<file path="src/rtl/except_merge_stage.sv">
// Merges upstream and local exceptions into a registered trap record (1-cycle latency).
// Backpressure: stall holds the record; flush clears it and releases the PENDING trap.
module except_merge_stage #(
  parameter int XLEN  = 64,
  parameter int NSRC  = 2,
  parameter int CNT_W = 16
) (
  input  logic                 clk,
  input  logic                 rst,
  input  logic                 stall,
  input  logic                 flush,
  input  logic                 valid_i,
  input  logic [XLEN-1:0]      pc_i,
  input  logic                 up_exc_i,
  input  logic [XLEN-1:0]      up_epc_i,
  input  logic [XLEN-1:0]      up_ecause_i,
  input  logic [XLEN-1:0]      up_etval_i,
  input  logic [NSRC-1:0]      src_exc_i,
  input  logic [NSRC*XLEN-1:0] src_ecause_i,
  input  logic [NSRC*XLEN-1:0] src_etval_i,
  output logic                 exc_o,
  output logic [XLEN-1:0]      epc_o,
  output logic [XLEN-1:0]      ecause_o,
  output logic [XLEN-1:0]      etval_o,
  output logic                 except_happen_o,
  output logic                 trap_pending_o,
  output logic [CNT_W-1:0]     exc_cnt_o
);

  typedef enum logic {RUN, PENDING} state_t;

  typedef struct packed {
    logic            vld;
    logic [XLEN-1:0] epc;
    logic [XLEN-1:0] cause;
    logic [XLEN-1:0] tval;
  } exc_t;

  state_t           state_q, state_d;
  exc_t             loc_exc, merged, exc_q;
  logic [CNT_W-1:0] exc_cnt_q;

  // Descending scan so the lowest-index active source wins; PENDING masks all sources.
  always_comb begin
    loc_exc = '0;
    for (int k = NSRC - 1; k >= 0; k--) begin
      if (src_exc_i[k] && valid_i && (state_q == RUN)) begin
        loc_exc.vld   = 1'b1;
        loc_exc.epc   = pc_i;
        loc_exc.cause = src_ecause_i[k*XLEN +: XLEN];
        loc_exc.tval  = src_etval_i[k*XLEN +: XLEN];
      end
    end
  end

  always_comb begin
    merged = '0;
    if (up_exc_i) begin
      merged.vld   = 1'b1;
      merged.epc   = up_epc_i;
      merged.cause = up_ecause_i;
      merged.tval  = up_etval_i;
    end else if (loc_exc.vld) begin
      merged = loc_exc;
    end
  end

  assign except_happen_o = rst && !up_exc_i && loc_exc.vld && !stall && !flush;

  always_comb begin
    state_d = state_q;
    case (state_q)
      RUN:     if (merged.vld && !stall && !flush) state_d = PENDING;
      PENDING: if (flush) state_d = RUN;
      default: state_d = RUN;
    endcase
  end

  always_ff @(posedge clk or negedge rst) begin
    if (!rst) begin
      state_q <= RUN;
    end else begin
      state_q <= state_d;
    end
  end

  // A no-exception load writes all-zero fields so stale cause/tval never leak out.
  always_ff @(posedge clk or negedge rst) begin
    if (!rst) begin
      exc_q <= '0;
    end else if (flush) begin
      exc_q <= '0;
    end else if (!stall) begin
      exc_q <= merged;
    end
  end

  always_ff @(posedge clk or negedge rst) begin
    if (!rst) begin
      exc_cnt_q <= '0;
    end else if (except_happen_o && (exc_cnt_q != {CNT_W{1'b1}})) begin
      exc_cnt_q <= exc_cnt_q + {{(CNT_W-1){1'b0}}, 1'b1};
    end
  end

  assign exc_o          = exc_q.vld;
  assign epc_o          = exc_q.epc;
  assign ecause_o       = exc_q.cause;
  assign etval_o        = exc_q.tval;
  assign trap_pending_o = (state_q == PENDING);
  assign exc_cnt_o      = exc_cnt_q;

endmodule

</file>
<file path="config.mk">
export PLATFORM = sky130hd
export DESIGN_NAME = except_merge_stage
export DESIGN_NICKNAME = d
export VERILOG_FILES = /design/src/rtl/except_merge_stage.sv
export SDC_FILE = /design/constraint.sdc
export NUM_CORES = 1
export LEC_CHECK = 0
export ABC_CLOCK_PERIOD_IN_PS = 2100
export BUFFER_PORTS_ARGS = -buffer_cell sky130_fd_sc_hd__buf_2
export CAP_MARGIN = 20
export CORE_AREA = 2 2 284 286
export CTS_BUF_LIST = sky130_fd_sc_hd__clkbuf_8
export CTS_CLUSTER_DIAMETER = 150
export DETAILED_ROUTE_END_ITERATION = 12
export DIE_AREA = 0 0 286 288
export GPL_ROUTABILITY_DRIVEN = 0
export SYNTH_ARGS = -nofsm -noshare
export SYNTH_HDL_FRONTEND = slang
export SYNTH_SLANG_ARGS = --single-unit
</file>
<file path="constraint.sdc">
create_clock -name clk -period 2.1 [get_ports clk]
set_clock_uncertainty 0.1 [all_clocks]
set_input_delay 0.63 -clock clk [delete_from_list [all_inputs] [get_ports clk]]
set_output_delay 0.63 -clock clk [all_outputs]
set_load 0.05 [all_outputs]
</file>
==> results of run 1 <==
worst min-delay path: stages:
cell    delay [ns]
buf_8         0.11
buf_4         0.14
buf_12        0.28
metal layers:
| layer | share of wire [%] | routed length, um | vias to the layer above |
|---|---|---|---|
| met5 | 0.080 | 46 | - |
| met1 | 39 | 22600 | 5672 |
| li1 | - | - | 5288 |
| met3 | 9.4 | 5400 | 129 |
| met4 | 4.2 | 2410 | 8 |
| met2 | 47 | 26800 | 679 |
repair_timing:
action	4_1_cts	5_1_grt
endpoints found under the setup margin	18	27
pin swaps	1	10
resized for setup	27	97
cloned	0	9
setup buffers	3	9
power groups by stage:
stage                     Combinational [mW]  Sequential, mW  Clock (mW)
after floorplan                        0.619            5.21           0
after global placement                  2.57            4.47           0
after detailed placement                2.58            4.47           0
after CTS                               2.61            4.41        4.45
after global routing                    2.89            4.43        4.63
final                                   2.72            4.41        4.23
flip-flops by register name, indices dropped and copies added (netlist names):
name and flops:
ecause_o 64, epc_o 64, etval_o 64, exc_cnt_o 16, exc_o 1, trap_pending_o 1
metrics by stage:
step	utilization (%)	TNS [ns]	area [um2]
floorplan	-	0	10100
global placement	19.2	-7.55	15300
detailed placement	19.2	-5.57	15300
CTS	20.4	-0.375	16200
global route	20.9	-1.25	16700
finish	20.9	-0.255	16700
worst min-delay path by stage:
stage | endpoint | slack, ns | cells past startpoint | from
after detailed placement | etval_o[48]$_DFFE_PN0P_ | 0.39 | 2 | etval_o[48]$_DFFE_PN0P_
after global placement | exc_cnt_o[15]$_DFFE_PN0P_ | 0.38 | 1 | exc_cnt_o[15]$_DFFE_PN0P_
after global routing | etval_o[15]$_DFFE_PN0P_ | 0.08 | 3 | rst
final | etval_o[15]$_DFFE_PN0P_ | 0.09 | 3 | rst
after CTS | etval_o[15]$_DFFE_PN0P_ | 0.07 | 3 | rst
after floorplan | ecause_o[0]$_DFFE_PN0P_ | 0.23 | 0 | rst
area by class of cell:
cell class	count	share of cell area, %
inverter	2	0.0676
clock inverter	25	0.999
timing repair buffer	811	28.7
multi-input combinational	647	26.7
sequential	210	31.6
tap	1060	7.96
clock buffer	48	3.96
antenna	2	0.0300
cell families after synthesis:
| group | Yosys count |
|---|---|
| AOI/OAI and AO/OA | 451 |
| and+or+nand+nor | 179 |
| xor gates and xnor gates | 15 |
| DFF | 210 |
| adders and majority gates | 1 |
| muxes | 1 |
| buffers and inverters | 109 |
layout by cell type, fill, tap and decap left out, drive strengths merged:
cell      instances
diode             2
nor3             69
nor2              4
or2               5
nand4             6
a21oi             3
buf             798
inv              20
dfrtp           210
ha                1
nand2             8
nand2b            1
and2b             1
o21ai           128
clkinvlp          3
nand3             4
and2              2
a22oi           256
mux2              1
nor4b             2
nor2b            66
xor2             15
clkinv            2
nor4              7
nor3b             3
clkbuf           61
or4               1
bufinv            2
a221oi           64
==> results.cfg, run 1 <==
[run_status]
status = finished, violations left
violations = negative setup slack

[critical_path]
worst_ep_required_time_ns = 1.37
critical_path_class = register to output port
end_kind = output port
worstPathArrival_ns = 1.59
path_buf_inv = 2
cpMaxStageDelayCell = dfrtp_2
critPathTopFamily = flip-flops
crit_path_start_kind = register
reg2reg_slack_ns = 0.04
r2r-end = etval_o[44]$_DFFE_PN0P_
rr_startpoint = trap_pending_o$_DFF_PN0_
max_stage_delay_ns = 0.41
path_cells = and2b_2 -> nand4_4 -> clkinvlp_4 -> buf_8
critical_path_depth = 4
crit_end = except_happen_o
setup.worst_path.start = trap_pending_o$_DFF_PN0_
rr_worst_depth = 9
critPathMaxFanout = 2

[global_route]
first_global_vias = 11300
antenna_found_initial = 19
grt_pass1_wl_um = 74800
grt_max_degree = 131
grt_usage_pct = 12.3
grt_use_met3_pct = 4.23
met1_usage_pct = 14.5
grt_util_met2_pct = 20.1
grt.busiest_layer = met2
grt-ovfl-total = 0

[synth]
synth_fa_ha_area_share_pct = 0.124
synth_edf_count = 0
synth_compound_area_share_pct = 31.0
synth.area.top_cells = dfrtp_1, a22oi_1, o21ai_0
synthSimpleGateAreaFrac_pct = 10.5
async_reset_ff_share_pct = 100
synth_cells = 966
synthTopCellsByCount = a22oi_1, dfrtp_1, o21ai_0
avgSynthCellArea_um2 = 10.5
ys_ff_latch = 210
synth_top_family_by_area = compound AO/OA/AOI/OAI gates
synth_fp_nets = 1487
synth_top_area_share_pct = 52.0
ys_seq_area_share_pct = 52.0
synth_most_common_cell = a22oi_1
synth_ff_type = dfrtp_1
synthXorXnorAreaFrac_pct = 1.30
yosysUniqueCellTypes = 34
yosysTopAreaCell = dfrtp_1
synth_mux_area_share_pct = 0.111
synthesis.area_um2 = 10100
ys_warn_count = 0

[power_and_ir_drop]
p_sw_mw = 3.82
power_frac_seq_pct = 38.8
p_per_area_nw_per_um2 = 682
p_leak_nw = 7.99
clkPwrFrac_pct = 37.2
internal-power_mw = 7.55
ir_worst_vdd_uv = 410
power.share.switching_pct = 33.6
p_total_mw = 11.4
combPwrFrac_pct = 24.0

[place]
numPortBuffers = 730
dp.cells = 2709
dp_hpwl_um = 42300
dp_slack_ns = -0.113

[route]
via_per_inst = 4.20
wirelength_um = 57300
wire_per_inst_um = 20.4
antenna_left = 0
drt_iter0_drc = 609
drc_errors = 0
dr.pass1.iters = 5
num_vias = 11800

[clock_tree]
ctsHoldBuffers = 0
path_clk_slew_ns = 0.06
cts-root-buf = clkbuf_8
ctsHtreeMaxLevel = 2
tritoncts = yes
cts_sinks = 210
cts_buffer_depth = 3
cts_buffers = 41
clk_latency_ns = 0.59

[run]
drv_cap = 0

[floorplan]
initial_utilization_pct = 12.7
num_rows = 104
dieArea_um2 = 82400
pin_count = 731
fp.coreArea_um2 = 79600
die_w_um = 286
fp.dieH_um = 288

[finish]
multi_input_area_um2 = 4450
syn_to_final_growth_pct = 64.7
drive_gt1_share_pct = 51.8
num-fill-cells = 8811
layout.nets = 2234
regArea_um2 = 5260
finalNonFillerCells = 2805

[sta]
setup_ws_ns = -0.222
drv_slew = 0
period_share_pct = 111
fmax_mhz = 431
grt_setup_unrepaired = yes
min_period_ns = 2.32
relSlewSlack_pct = 37.6
setup_viol = 2
timing_hold_violations_final = 0
hold_ws_ns = 0.0851
tightest_slew_ns = 0.936

[worst_hold_path]
holdCritPathClass = input port to async pin
Note: power is estimated with default switching activity, not from simulation.
==> inputs of run 2 (changes only) <==
- CAP_MARGIN: 20 -> 5
- CELL_PAD_IN_SITES_DETAIL_PLACEMENT: default -> 0
- CELL_PAD_IN_SITES_GLOBAL_PLACEMENT: default -> 1
- CORE_AREA: 2 2 284 286 -> 2 2 281 283
- DIE_AREA: 0 0 286 288 -> 0 0 283 285
- PLACE_DENSITY_LB_ADDON: default -> 0.1
==> run 2 against run 1 <==
Compared with the run above:
- the run still ends with negative setup slack left
- worst hold slack lost 0.037 ns
- global-route usage grew 2.2 points
- critical endpoint unchanged
- largest power group is now clock
- setup slack lost 0.0087 ns
- final cell count grew 1.4%
- critical path depth is the same
- core utilization grew 1.1 points
- register-to-register slack gained 0.02 ns
==> results.cfg, run 2 (synthesized netlist as in run 1, its figures left out) <==
[sta]
tightest_slew_ns = 0.811
fmax_mhz = 429
setup_viol = 2
min_period_ns = 2.33
period_share_pct = 111
grt_setup_unrepaired = yes
drv_slew = 0
hold_ws_ns = 0.0486
setup_ws_ns = -0.231
timing_hold_violations_final = 0
relSlewSlack_pct = 45.9

[global_route]
grt-ovfl-total = 0
first_global_vias = 12300
grt_max_degree = 113
grt_usage_pct = 14.5
grt_pass1_wl_um = 87000
antenna_found_initial = 24

[run]
drv_cap = 0

[floorplan]
fp.coreArea_um2 = 78000
initial_utilization_pct = 13.0
pin_count = 731
num_rows = 103
dieArea_um2 = 80700
die_w_um = 283
fp.dieH_um = 285

[clock_tree]
cts_buffer_depth = 3
clk_latency_ns = 0.62
cts_sinks = 210
tritoncts = yes
cts_buffers = 48
path_clk_slew_ns = 0.06
cts-root-buf = clkbuf_8
ctsHtreeMaxLevel = 2
ctsHoldBuffers = 0

[place]
placed_area_um2 = 15700
dp_hpwl_um = 46900
numPortBuffers = 730

[route]
antenna_left = 0
wirelength_um = 61800
via_per_inst = 4.06
wire_per_inst_um = 21.7
drt_iter0_drc = 491
dr.pass1.iters = 5
num_vias = 11500
drc_errors = 0

[finish]
final_area_um2 = 17200
layout.nets = 2269
layout_common_cells = buf_2, a22oi_1, dfrtp_1
multi_input_area_um2 = 4450
regArea_um2 = 5280
drive_gt1_share_pct = 53.0
syn_to_final_growth_pct = 69.6
num-fill-cells = 8704
final_common_cell = buf_2

[run_status]
status = finished, violations left
violations = negative setup slack

[power_and_ir_drop]
ir_worst_vdd_uv = 357
p_leak_nw = 8.27
p_per_area_nw_per_um2 = 699

[worst_hold_path]
holdCritPathClass = input port to async pin

[critical_path]
crit_path_start_kind = register
worstPathArrival_ns = 1.60
worst_ep_required_time_ns = 1.37
end_kind = output port
critPathMaxFanout = 2
critical_path_class = register to output port
[run 2: changes by cell type in the layout (fill, tap and decap cells not counted), sizes merged]
| cell | before | now |
|---|---|---|
| clkinvlp | 3 | 2 |
| inv | 20 | 26 |
| diode | 2 | 9 |
| clkbuf | 61 | 67 |
| buf | 798 | 831 |
| bufinv | 2 | 1 |
| clkinv | 2 | 0 |
[run 2: cell type report]
cell class	instances	share of cell area, %
diodes	9	0.131
clock buffers	59	4.73
clock inverters	27	0.839
inverters	2	0.0656
multi-input cells	647	25.9
flip-flops and latches	210	30.7
well taps	1050	7.66
repair buffers	839	29.9
[run 2: worst paths after layout]
check / endpoint / depth (start not counted) / slack (ns) / startpoint
setup / recovery: except_happen_o / 4 / -0.23 / trap_pending_o$_DFF_PN0_
hold / removal: exc_cnt_o[0]$_DFFE_PN0P_ / 3 / 0.05 / rst
setup reg to reg: epc_o[44]$_DFFE_PN0P_ / 9 / 0.06 / trap_pending_o$_DFF_PN0_
hold reg to reg: exc_cnt_o[15]$_DFFE_PN0P_ / 1 / 0.40 / exc_cnt_o[15]$_DFFE_PN0P_
max in group asynchronous: ecause_o[4]$_DFFE_PN0P_ / 3 / 1.14 / rst
min in group clk: etval_o[37]$_DFFE_PN0P_ / 3 / 0.15 / up_etval_i[37]
[run 2: metrics by stage]
| step | util (%) | std cells | setup TNS, ns | total power [mW] | worst slack, ns |
|---|---|---|---|---|---|
| 4_1_cts | 21.6 | 2823 | -0.370 | 12.3 | -0.330 |
| 3_5_place_dp | 20.1 | 2733 | -12.49 | 7.19 | -0.169 |
| 6_report | 22.0 | 2843 | -0.259 | 12.0 | -0.231 |
| 5_1_grt | 22.0 | 2841 | -0.496 | 12.7 | -0.333 |
| 2_1_floorplan | - | 966 | 0 | 5.83 | 0.000959 |
| 3_3_place_gp | 20.1 | 2733 | -9.15 | 7.19 | -0.217 |
[run 2: worst max-delay path: stages, from the launching register on]
cell and delay (ns):
dfrtp_2 0.39, and2b_2 0.25, nand4_4 0.10, clkinvlp_4 0.10, buf_12 0.13
[run 2: timing repair]
item / 4_1_cts / 5_1_grt
pin swaps: 1 / 9
buffers inserted: 5 / 6
endpoints found under the setup margin: 31 / 98
endpoints found under the hold margin: 0 / 0
gates cloned: 0 / 5
gates resized for setup: 60 / 49
[run 2: routing by layer]
metal,global-route usage [%],vias to the layer above,wire length [um]
met3,5.54,102,5110
met2,25.7,478,31700
met5,0,-,161
li1,-,5369,-
met4,4.11,26,1250
met1,16.0,5565,23500
[run 2: where the power goes]
part / switching (mW) / internal (mW) / total, mW
Combinational: 1.77 / 1.05 / 2.82
Clock: 2.13 / 2.64 / 4.77
Sequential: 0.136 / 4.27 / 4.40
Total: 4.03 / 7.96 / 12.0
